### src/rtl/mem_if_pkg.sv
// mem_if_pkg: FSM state codes, op-field slice bounds and access-kind encoding shared by mem_if
package mem_if_pkg;
  localparam logic [1:0] S_IDLE = 2'd0;
  localparam logic [1:0] S_BUS  = 2'd1;
  localparam logic [1:0] S_DONE = 2'd2;
  localparam int OP_HI = 31;
  localparam int OP_LO = 26;
  typedef enum logic [1:0] {K_IFETCH = 2'd0, K_RD = 2'd1, K_WR = 2'd2} kind_t;
  function automatic kind_t decode_kind(input logic irwrite, input logic memwrite);
    return memwrite ? K_WR : irwrite ? K_IFETCH : K_RD;
  endfunction
endpackage

### src/rtl/mem_timeout_ctr.sv
// mem_timeout_ctr: clearable bus-wait counter; clk, reset (sync active-low), clr, en in; tc high once TIMEOUT-1 is reached
module mem_timeout_ctr #(
  parameter int TIMEOUT = 255
) (
  input  logic clk,
  input  logic reset,
  input  logic clr,
  input  logic en,
  output logic tc
);
  localparam int W = TIMEOUT > 1 ? $clog2(TIMEOUT) : 1;
  localparam logic [W-1:0] LAST = W'(TIMEOUT - 1);
  logic [W-1:0] cnt;
  always_ff @(posedge clk)
    if (!reset || clr) cnt <= '0;
    else if (en && !tc) cnt <= cnt + 1'b1;
  assign tc = cnt == LAST;
endmodule

### src/rtl/mem_if.sv
// mem_if: turns controller memory strobes (pc, aluout, wdata, iord, irwrite, memwrite) into one valid/ready bus transaction (bus_*), holds instr/op/mdr, drives stall, err, align_err
module mem_if
  import mem_if_pkg::*;
#(
  parameter int DATA_W  = 32,
  parameter int TIMEOUT = 255
) (
  input  logic              clk,
  input  logic              reset,
  input  logic [DATA_W-1:0] pc,
  input  logic [DATA_W-1:0] aluout,
  input  logic [DATA_W-1:0] wdata,
  input  logic              iord,
  input  logic              irwrite,
  input  logic              memwrite,
  output logic              stall,
  output logic [DATA_W-1:0] instr,
  output logic [5:0]        op,
  output logic [DATA_W-1:0] mdr,
  output logic              bus_valid,
  output logic              bus_we,
  output logic [DATA_W-1:0] bus_addr,
  output logic [DATA_W-1:0] bus_wdata,
  input  logic              bus_ready,
  input  logic [DATA_W-1:0] bus_rdata,
  output logic              err,
  output logic              align_err
);
  logic [1:0] state;
  kind_t kind;
  logic req, tc;
  logic [DATA_W-1:0] addr_sel;
  assign req = irwrite | (iord & ~memwrite & ~irwrite) | memwrite;
  assign addr_sel = iord ? aluout : pc;
  assign stall = req & (state != S_DONE);
  assign bus_valid = state == S_BUS;
  assign bus_we = bus_valid & (kind == K_WR);
  assign op = instr[OP_HI:OP_LO];
  mem_timeout_ctr #(.TIMEOUT(TIMEOUT)) u_ctr (
    .clk(clk),
    .reset(reset),
    .clr(state == S_IDLE),
    .en(bus_valid & ~bus_ready),
    .tc(tc)
  );
  always_ff @(posedge clk) begin
    if (!reset) begin
      state     <= S_IDLE;
      kind      <= K_IFETCH;
      instr     <= '0;
      mdr       <= '0;
      err       <= 1'b0;
      align_err <= 1'b0;
      bus_addr  <= '0;
      bus_wdata <= '0;
    end else begin
      case (state)
        S_IDLE:
          if (req) begin
            bus_addr  <= {addr_sel[DATA_W-1:2], 2'b00};
            bus_wdata <= wdata;
            kind      <= decode_kind(irwrite, memwrite);
            align_err <= align_err | (|addr_sel[1:0]);
            state     <= S_BUS;
          end
        S_BUS:
          if (bus_ready) begin
            if (kind == K_IFETCH) instr <= bus_rdata;
            if (kind == K_RD) mdr <= bus_rdata;
            state <= S_DONE;
          end else if (tc) begin
            err   <= 1'b1;
            state <= S_DONE;
          end
        default: state <= S_IDLE;
      endcase
    end
  end
endmodule

### config.mk
export PLATFORM = sky130hd
export DESIGN_NAME = mem_if
export DESIGN_NICKNAME = d
export VERILOG_FILES = /design/src/rtl/mem_if_pkg.sv /design/src/rtl/mem_timeout_ctr.sv /design/src/rtl/mem_if.sv
export SDC_FILE = /design/constraint.sdc
export NUM_CORES = 1
export LEC_CHECK = 0
export BUFFER_PORTS_ARGS = -buffer_cell sky130_fd_sc_hd__buf_2
export CORE_UTILIZATION = 46
export DETAILED_ROUTE_END_ITERATION = 10
export PLACE_DENSITY_LB_ADDON = 0.15
export SYNTH_ARGS = -nofsm -noshare
export SYNTH_HDL_FRONTEND = slang
export SYNTH_SLANG_ARGS = --single-unit
export TNS_END_PERCENT = 20
### constraint.sdc
create_clock -name clk -period 1.9 [get_ports clk]
set_clock_uncertainty 0.05 [all_clocks]
set_input_delay 0.19 -clock clk [delete_from_list [all_inputs] [get_ports clk]]
set_output_delay 0.19 -clock clk [all_outputs]
set_load 0.1 [all_outputs]
Yosys cells after proc, flatten, opt, wreduce, memory -nomap -nowiden
Cells that the tools add are included.
{"block": "word_totals", "regBits": 140, "latchBits": 0, "ram_bits": 0, "rom_bits": 0, "inputBits": 134, "output_inout_bits": 139, "wordCells": 47, "mem_count": 0}
{"block": "classes", "n_addsub": 1, "n_mul": 0, "n_div": 0, "magnitude_cmp": 0, "n_eq_ne": 7, "n_shift": 0, "n_mux": 7, "n_bitwise": 11, "n_reduce_logical": 12}
{"op": "$mux W32", "count": 1}
{"op": "$reduce_and A3 Y1", "count": 3}
{"op": "$add A8 B1 Y8 const B", "count": 1}
{"op": "$eq A8 B8 Y1 const B", "count": 1}
{"op": "$mux W2", "count": 4}
{"op": "$and A1 B1 Y1", "count": 5}
{"op": "$eq A2 B1 Y1 const B", "count": 2}
{"op": "$logic_not A2 Y1", "count": 2}
{"op": "$ne A2 B2 Y1 const B", "count": 2}
{"op": "$pmux W2 S2", "count": 1}
{"op": "$reduce_and A2 Y1", "count": 2}
{"op": "$ne A3 B1 Y1 const B", "count": 1}
{"op": "$not A1 Y1", "count": 3}
{"op": "$or A1 B1 Y1", "count": 3}
{"op": "$eq A2 B2 Y1 const B", "count": 1}
{"op": "$logic_not A1 Y1", "count": 2}
{"op": "$reduce_or A2 Y1", "count": 1}
{"op": "$logic_and A1 B1 Y1", "count": 1}
{"op": "$logic_or A1 B1 Y1", "count": 1}
{"op": "$mux W1", "count": 1}

Longest topological paths before layout
Gate-level depths: netlist (run 1).
{"block": "logic_depth", "depth_word": 7, "mapped_depth": 7, "ltp_nobuf": 6}

Cells and area by module
From an unflattened synthesis (run 1), not the netlist that was laid out.
{"block": "unflattened", "cells_unflattened": 617, "area_unflattened_um2": 5913.2}
{"mod": "mem_if", "n_inst": 1, "cells_per_inst": 564, "area_each_um2": 5469.0, "seq_area_each_um2": 2642.5}
{"mod": "mem_timeout_ctr", "n_inst": 1, "cells_per_inst": 53, "area_each_um2": 444.2, "seq_area_each_um2": 160.2}

Worst setup path before layout (run 1)
No wires, ideal clock.
{"block": "synth_path", "kind": "register to output", "from": "register state[0]", "to": "output port bus_we", "t_arrival_ns": 2.735, "t_required_ns": 1.660, "path_slack_ns": -1.075, "stages_incl_launch_ff": 3, "n_path_buf": 0, "cell_sequence": "dfxtp_1 > nand2b_4 > nor3b_1"}
{"block": "synth_via", "elab_chain_cells": 2}
{"element": "start: declaration", "line_no": "mem_if.sv:29", "source": "logic [1:0] state;"}
{"element": "start signal: assignment", "line_no": "mem_if.sv:48", "source": "state <= S_IDLE;"}
{"element": "start signal: assignment", "line_no": "mem_if.sv:64", "source": "state <= S_BUS;"}
{"element": "start signal: assignment", "line_no": "mem_if.sv:70", "source": "state <= S_DONE;"}
{"element": "$eq A2 B1 Y1", "line_no": "mem_if.sv:36", "source": "assign bus_valid = state == S_BUS;"}
{"element": "$and A1 B1 Y1", "line_no": "mem_if.sv:37", "source": "assign bus_we = bus_valid & (kind == K_WR);"}
{"element": "end: declaration", "line_no": "mem_if.sv:21", "source": "output logic bus_we,"}
Every way passes these cells.

Final worst setup path (run 1)
{"block": "layout_path", "from": "register state[1]", "to": "output port bus_we"}
Same word-level chain as after synthesis.

==> impl_metrics.yaml, run 1 <==
finish:
  area_growth_pct: 47.1
  drive_gt1_frac: 0.332
  fin_nets: 1087
  seq_area_mm2: 0.00280
  fin_util: 0.695
  fillers: 935
  final_cells: 1132
  antenna_cells: 0
  multi_input_area_mm2: 0.00261
global_route:
  first_global_vias: 5338
  grt_max_degree: 63
  grt_use_total: 0.250
  grt_overflow: 0
  grt_pass1_wl_um: 25200
  antenna_found_initial: 0
logic_synthesis:
  avgSynthCellArea_um2: 8.92
  netlist_instances: 639
  synth_seq_cells: 140
  netlist_area_mm2: 0.00570
  synth-seq-area-share: 0.492
  ys_types: 42
  synth_area_leaders: "dfxtp_1 (49%), nand2_1 (15%), a21boi_1 (8.3%)"
  synth_edf_count: 0
  ys_async_sr_fraction: 0
  ys.flop_type: "dfxtp_1"
  synth_area_leader_cell: "dfxtp_1"
  yosysTopAreaCellShare: 0.492
  ys_warn_count: 0
placement:
  dpl.hpwl_um: 10800
  portBuffers: 270
  pre_cts_ws_ns: 0.289
  gp_congestion: 0.829
  dpl.cell_count: 1036
sta:
  rsz0062_at_grt: "false"
  slew_violations: 0
  fin_crit_sh: 0.932
  finalWorstSetupSlack_ns: 0.129
  fmax_ghz: 0.565
  tightest_slew_ns: 0.603
  hold_viol_final: 0
  maxSlewHeadroom: 0.596
  setup_viol: 0
  fin_crit_ns: 1.77
clock_network:
  clock_latency_ns: 0.41
  cts_tree: "built"
  clockBufferDepth: 2
  cts_root_buffer: "clkbuf_16"
  path_clk_slew_ns: 0.05
  cts_sinks: 140
  cts_buffers: 17
  cts_htree_levels: 4
worst_setup_path:
  reg2reg_from: "u_ctr.cnt[0]"
  worstSetupPathType: "reg2out"
  crit_fanout: 8
  endpoint_kind: "primary output"
  crit_path_start_kind: "register"
  crit_path_cell_trace: "nand2b_4 -> nor3b_2 -> buf_4"
  worstPathRequired_ns: 1.66
  cp_data_arrival_time_ns: 1.53
  reg2reg_slack_ns: 0.30
  cpPeakStageDelay_ns: 0.39
  worstReg2RegEnd: "u_ctr.cnt[1]"
  reg2reg_depth: 6
  cp_slowest_cell: "dfxtp_1"
route:
  drc: 0
  routedWlPerCell_um: 14.1
  firstDrtPassIters: 4
  drt_iter0_markers: 356
  vias: 5585
  ant_nets: 0
  routed_wl_um: 15900
  viasPerCell: 4.93
min_path:
  whs_path_depth: 4
  min_from: "irwrite"
  hp-class: "in2reg"
  min_to: "kind[0]"
die:
  die-area_mm2: 0.0128
  die_h_um: 113
  placementRows: 40
  io_pins: 273
  core_area_mm2: 0.0121
  start_util: 0.473
  die_w_um: 113
pwr:
  power.density_mw_per_mm2: 1090
  ir_drop_mv: 0.603
  cellLeakagePower_nw: 4.17
  finalPower_mw: 9.18
job:
  drv_cap: 0
outcome:
  status: "completed"
-- metrics by stage --
step           hold slack [ns]  TNS, ns  instance area, um^2
3_5_place_dp             0.387        0                 7150
6_report                0.0448        0                 8390
5_1_grt                 0.0647        0                 8390
2_1_floorplan            0.275  -0.0839                 5710
4_1_cts                 0.0258        0                 8390
3_3_place_gp             0.379        0                 7150
-- worst max-delay path: cells and delay by family, from the launching register on --
| kind | cells | cell delay [ns] |
|---|---|---|
| AND/OR/NAND/NOR | 2 | 0.41 |
| flip-flops | 1 | 0.39 |
| buffers and inverters | 1 | 0.32 |
-- where the power goes --
| part | leakage [nW] | switching, mW | internal, mW |
|---|---|---|---|
| clock network | 0.290 | 1.19 | 2.10 |
| logic | 2.73 | 2.04 | 0.592 |
| registers | 1.15 | 0.116 | 3.14 |
-- area by class of cell --
| class | count | share of cell area |
|---|---|---|
| Clock buffer | 26 | 0.0607 |
| Clock inverter | 6 | 0.00984 |
| Inverter | 3 | 0.00134 |
| Multi-Input combinational cell | 443 | 0.311 |
| Sequential cell | 140 | 0.334 |
| Tap cell | 168 | 0.0251 |
| Timing Repair Buffer | 346 | 0.258 |
-- registers in the layout, indices dropped and copies added, names as in the netlist --
register   flops
instr         32
bus_addr      30
u_ctr.cnt      8
bus_wdata     32
err            1
align_err      1
state          2
mdr           32
kind           2
-- cell families after synthesis --
logic type / share of synthesized area
multiplexers: 0.0527
AO/OA/AOI/OAI: 0.198
AND/OR/NAND/NOR: 0.188
flip-flops: 0.492
adder cells (fa/ha/maj): 0.00439
buffers and inverters: 0.0555
other: 0.000658
XOR/XNOR: 0.00922
-- layer usage --
layer / part of all wire / global-route usage
met1: 0.40 / 0.276
met2: 0.50 / 0.438
met3: 0.065 / 0.0745
met4: 0.029 / 0.123
met5: 0 / 0
-- Yosys cell counts (2+ instances only) --
master      n
o21ai_0     3
buf_4       9
o21ai_1     2
buf_6       5
a21boi_0   34
or3_1       2
nor2b_1     2
a21oi_1     4
ha_1        2
a21boi_1   63
o21a_1      2
dfxtp_1   140
nand3_1     2
and3_1      3
o211a_1    30
buf_2      25
xor2_1      5
mux2i_1    30
nor3b_1     2
nor3_1      2
nand2_1   225
o211ai_1    2
nand2b_1    2
nor3_2      2
inv_1       2
clkbuf_1   15
nor2_1      9
-- placed cells by master (no fill, tap or decap), types with 9 or more instances in the layout --
cell type	count
a21boi_0	34
a21boi_1	63
clkbuf_16	17
nor2_1	9
o211a_1	30
mux2i_1	30
buf_2	267
dlygate4sd3_1	64
buf_4	9
nand2_1	225
dfxtp_1	139
-- worst max path at each step --
stage | start | end | slack, ns | depth (start not counted)
after floorplan | state[0] | bus_we | -0.08 | 2
after global placement | u_ctr.cnt[0] | u_ctr.cnt[0] | 0.37 | 6
after detailed placement | u_ctr.cnt[0] | u_ctr.cnt[7] | 0.29 | 6
after CTS | state[0] | bus_valid | 0.07 | 3
after global routing | state[1] | bus_we | 0.04 | 3
final | state[1] | bus_we | 0.13 | 3
-- timing repair --
action,in CTS,in global routing
gates resized for setup,1,1
setup buffers,0,0
hold buffers,64,0
setup endpoints to repair,1,1
hold endpoints to repair,96,0
No activity file was read; power rests on OpenSTA's default activity.
==> run 2: changes to the inputs <==
clock period = 2 ns   (was 1.9 ns; I/O delays follow)
==> run 2 against run 1 <==
  * Routed wire length decreased by 0.75%
  * Final area decreased by 0.63%
  * Cell count decreased by 0.44%
  * Non-clock buffer count decreased by 3
  * First-iteration DRC count decreased by 4.2%
  * Sequential share of layout area increased by 0.20 points
  * Critical path depth unchanged
  * Clock power decreased by 6%
  * Die area unchanged
  * Worst setup slack improved by 0.045 ns
  * Global-route usage about the same
  * Combinational power decreased by 5%
  * Critical path type unchanged
  * Largest cell class unchanged
==> impl_metrics.yaml, run 2 (synthesis results as in run 1) <==
outcome:
  status: "completed"
clock_network:
  cts_htree_levels: 4
  cts_root_buffer: "clkbuf_16"
  clockBufferDepth: 2
  cts_buffers: 17
  path_clk_slew_ns: 0.06
  cts_tree: "built"
  cts_sinks: 140
  cts_setup_buffers: 0
  clock_latency_ns: 0.41
placement:
  gp_congestion: 0.775
  pre_cts_ws_ns: 0.372
  portBuffers: 270
  dpl.hpwl_um: 10600
sta:
  maxSlewHeadroom: 0.618
  slew_violations: 0
  fin_setup_tns_ns: 0
  rsz0062_at_grt: "false"
  fin_crit_ns: 1.83
  setup_viol: 0
  tightest_slew_ns: 0.569
  fin_crit_sh: 0.913
  hold_viol_final: 0
  fmax_ghz: 0.548
  finalWorstSetupSlack_ns: 0.174
finish:
  area_growth_pct: 46.2
  final_cell_mix: "buf_2 (267), nand2_1 (225), dfxtp_1 (140), a21boi_1 (63), dlygate4sd3_1 (63)"
  fin_util: 0.691
  top_regs: "bus_wdata: 32 flops, instr: 32 flops, mdr: 32 flops"
  fillers: 939
  mostFrequentLayoutCell: "buf_2"
  drive_gt1_frac: 0.328
  antenna_cells: 0
  fin_nets: 1084
global_route:
  gr-usage-met3: 0.0739
  use_met1: 0.271
  first_global_vias: 5355
  grt_max_degree: 75
  antenna_found_initial: 0
  grt_pass1_wl_um: 25200
  grt_overflow: 0
  grt_use_total: 0.250
  grt_busiest_layer: "met2"
  grt_use_met2: 0.448
pwr:
  cellLeakagePower_nw: 4.14
  power.density_mw_per_mm2: 1040
  ir_drop_mv: 0.632
min_path:
  min_from: "wdata[24]"
  hp-class: "in2reg"
die:
  io_pins: 273
  placementRows: 40
  die_w_um: 113
  die_h_um: 113
  start_util: 0.473
  core_area_mm2: 0.0121
  die-area_mm2: 0.0128
worst_setup_path:
  crit_path_start_kind: "register"
  worstPathRequired_ns: 1.75
  crit_fanout: 8
  cp_data_arrival_time_ns: 1.58
  endpoint_kind: "primary output"
  reg2reg_from: "state[1]"
  worstSetupPathType: "reg2out"
  crit_start: "state[0]"
route:
  ant_nets: 0
  drt_iter0_markers: 341
  routed_wl_um: 15800
  viasPerCell: 4.93
  firstDrtPassIters: 5
  routedWlPerCell_um: 14.0
  drc: 0
  vias: 5556
job:
  drv_cap: 0
==> run 2: cell count changes in the layout (fill, tap and decap cells not counted) <==
cell	delta
a21oi_2	-1
buf_4	-2
buf_12	-1
clkinv_2	+1
bufinv_16	+1
a21oi_1	+1
clkbuf_1	-1
clkbuf_4	+1
dfxtp_1	+1
dfxtp_2	-1
dlygate4sd3_1	-1
clkbuf_8	-3
==> run 2: worst max-delay path, cell delays in order (launching register included) <==
cell and delay (ns):
dfxtp_1 0.52, nand2b_4 0.13, inv_2 0.09, buf_2 0.42
==> run 2: where the power goes <==
| part | internal, mW | total [mW] | leakage, nW | switching (mW) |
|---|---|---|---|---|
| combinational | 0.556 | 2.50 | 2.71 | 1.94 |
| sequential | 2.99 | 3.09 | 1.15 | 0.109 |
| clock | 2.00 | 3.10 | 0.286 | 1.10 |
==> run 2: timing repair <==
| item | 4_1_cts | 5_1_grt |
|---|---|---|
| hold endpoints to repair | 92 | 0 |
| setup endpoints to repair | 0 | 1 |
| hold buffers | 63 | 0 |
| resized for setup | 0 | 1 |
==> run 2: cell type report <==
type                    count  area (um^2)  area share
flip-flops and latches    140         2800       0.336
inverters                   3         11.3     0.00135
repair buffers            343         2130       0.255
clock buffers              22          464      0.0557
well taps                 168          210      0.0252
clock inverters             8          118      0.0141
multi-input cells         443         2600       0.312
==> run 2: final timing paths <==
| check | end | slack, ns | cells after the start |
|---|---|---|---|
| setup / recovery | bus_valid | 0.17 | 3 |
| hold reg to reg | mdr[16] | 0.40 | 2 |
| hold / removal | bus_wdata[24] | 0.01 | 3 |
| setup reg to reg | mdr[14] | 0.36 | 6 |
==> run 2: per-layer routing <==
layer,vias to the layer above,wire length (um)
met1,2581,6300
met2,210,7950
met3,34,1070
li1,2731,-
met5,-,0
met4,0,482
==> run 2: metrics by stage <==
stage               power (mW)  instances  area, um^2  hold WS [ns]
floorplan                 5.08        640        5710         0.285
global placement          5.51       1034        7120         0.387
detailed placement        5.54       1034        7120         0.392
CTS                       8.75       1127        8330       0.00144
global route              9.02       1127        8340        0.0120
finish                    8.69       1127        8340        0.0139
==> run 3: changes to the inputs <==
BUFFER_PORTS_ARGS = not set   (was -buffer_cell sky130_fd_sc_hd__buf_2)
CORE_MARGIN = 5   (was not set)
CORE_UTILIZATION = 53   (was 46)
DONT_BUFFER_PORTS = 1   (was not set)
==> run 3 against run 2 <==
  * Cell count is 8.0% lower
  * Combinational power is 12% higher
  * Worst hold slack better by 0.021 ns
  * Critical path depth up 3
  * Via count grew 3.3%
  * Maximum frequency fell by 6.7%
  * Critical endpoint is now align_err
  * Highest routed layer unchanged
==> impl_metrics.yaml, run 3 (synthesis results as in run 1) <==
worst_setup_path:
  crit_family: "buffers and inverters"
  cp_slowest_cell: "dlygate4sd3_1"
  worstSetupPathType: "reg2reg"
  crit_path_cell_trace: "nor2_1 -> nand2b_1 -> buf_12 -> a211oi_1 -> o21a_1 -> dlygate4sd3_1"
  crit_fanout: 34
  crit_path_start_kind: "register"
  cp_data_arrival_time_ns: 2.36
  endpoint_kind: "register"
  reg2reg_depth: 6
  cpPeakStageDelay_ns: 0.56
  worstPathRequired_ns: 2.41
  crit_cells: 6
  critPathBufInv: 2
outcome:
  status: "completed"
finish:
  mostFrequentLayoutCell: "nand2_1"
  area_growth_pct: 53.9
  seq_area_mm2: 0.00281
  final_cell_mix: "nand2_1 (225), buf_4 (137), dlygate4sd3_1 (136), dfxtp_1 (132), a21boi_1 (63)"
  fin_nets: 1021
  drive_gt1_frac: 0.215
  top_regs: "bus_wdata: 32 flops, instr: 32 flops, mdr: 32 flops"
  final_area_mm2: 0.00878
  final_cells: 1037
  multi_input_area_mm2: 0.00262
  fin_util: 0.843
  fillers: 571
pwr:
  switching_share: 0.368
  clkPwrFrac: 0.361
  power_switching_mw: 3.38
  cellLeakagePower_nw: 3.97
  p_comb_frac: 0.304
  finalPower_mw: 9.19
  power.density_mw_per_mm2: 1050
  p_int_mw: 5.80
  p_seq_frac: 0.335
  ir_drop_mv: 0.657
die:
  die_w_um: 114
  die-area_mm2: 0.0129
  start_util: 0.547
  placementRows: 37
  core_area_mm2: 0.0104
  die_h_um: 114
  io_pins: 273
global_route:
  first_global_vias: 5869
  grt_use_total: 0.307
  grt_max_degree: 126
  grt_overflow: 0
  antenna_found_initial: 1
  grt_pass1_wl_um: 30800
sta:
  finalWorstSetupSlack_ns: 0.0429
  fmax_ghz: 0.511
  hold_viol_final: 0
  slew_violations: 0
  fin_crit_sh: 0.979
  fin_crit_ns: 1.96
  maxSlewHeadroom: 0.638
  setup_viol: 0
  tightest_slew_ns: 0.540
min_path:
  hp-class: "in2reg"
  whs_path_depth: 3
clock_network:
  cts_htree_levels: 4
  cts_root_buffer: "clkbuf_8"
  cts_tree: "built"
  cts_buffers: 17
  clockBufferDepth: 2
  cts_sinks: 140
  clock_latency_ns: 0.52
  path_clk_slew_ns: 0.06
placement:
  placedInstanceArea_mm2: 0.00668
  portBuffers: 0
  dpl.cell_count: 860
  pre_cts_ws_ns: 0.365
  dpl.hpwl_um: 11200
  gp_congestion: 0.808
route:
  ant_nets: 0
  drt_iter0_markers: 432
  firstDrtPassIters: 5
  vias: 5742
  routed_wl_um: 21000
  routedWlPerCell_um: 20.3
  viasPerCell: 5.54
  drc: 0
job:
  drv_cap: 0
==> run 3: changes by cell type in the layout (fill, tap and decap cells not counted), moves of 2 or more <==
| cell | before | now |
|---|---|---|
| dfxtp_2 | 0 | 8 |
| dlygate4sd3_1 | 63 | 136 |
| dfxtp_1 | 140 | 132 |
| buf_6 | 0 | 2 |
| buf_4 | 7 | 137 |
| buf_2 | 267 | 0 |
| clkinvlp_4 | 1 | 3 |
| clkinv_4 | 0 | 3 |
| clkbuf_1 | 3 | 0 |
| diode_2 | 0 | 3 |
| buf_12 | 5 | 3 |
| clkinv_2 | 4 | 2 |
==> run 3: path summary, 6_finish.rpt <==
| path | endpoint | from | slack [ns] |
|---|---|---|---|
| max reg2reg | align_err | state[1] | 0.04 |
| min | state[0] | iord | 0.04 |
| min reg2reg | instr[28] | instr[28] | 0.41 |
| max | align_err | state[1] | 0.04 |
==> run 3: per-stage QoR <==
stage,setup TNS [ns],hold WS (ns)
after global routing,-0.0519,0.0473
after CTS,0,0.00777
after floorplan,-0.232,0.285
after global placement,0,0.283
after detailed placement,0,0.286
final,0,0.0354
==> run 3: area by class of cell <==
type                       count  area share
timing repair buffer         280       0.288
multi-input combinational    443       0.298
clock buffer                  19      0.0503
sequential                   140       0.320
tap                          136      0.0194
clock inverter                13      0.0217
inverter                       3     0.00128
antenna                        3    0.000855
==> run 3: metal layers <==
metal,wire (um),track usage,vias to the layer above
met5,0,0,-
met4,1170,0.188,0
met3,1950,0.0997,93
met2,10800,0.539,347
met1,7120,0.316,2692
li1,-,-,2610
==> run 3: repair_timing <==
item,4_1_cts,5_1_grt
endpoints found under the setup margin,0,8
hold buffers,138,0
endpoints found under the hold margin,136,0
gates resized for setup,0,4
buffers inserted,0,2
==> run 3: power by group through the flow <==
stage	Clock [mW]	Combinational (mW)	Sequential, mW
detailed placement	0	2.35	3.11
global route	3.48	2.88	3.09
CTS	3.34	2.67	3.06
global placement	0	2.32	3.11
finish	3.32	2.79	3.08
floorplan	0	0.620	4.46
==> run 3: worst register-to-register path, stage by stage, from the launching register on <==
cell,delay [ns]
dfxtp_2,0.37
nor2_1,0.25
nand2b_1,0.15
buf_12,0.19
a211oi_1,0.19
o21a_1,0.13
dlygate4sd3_1,0.56
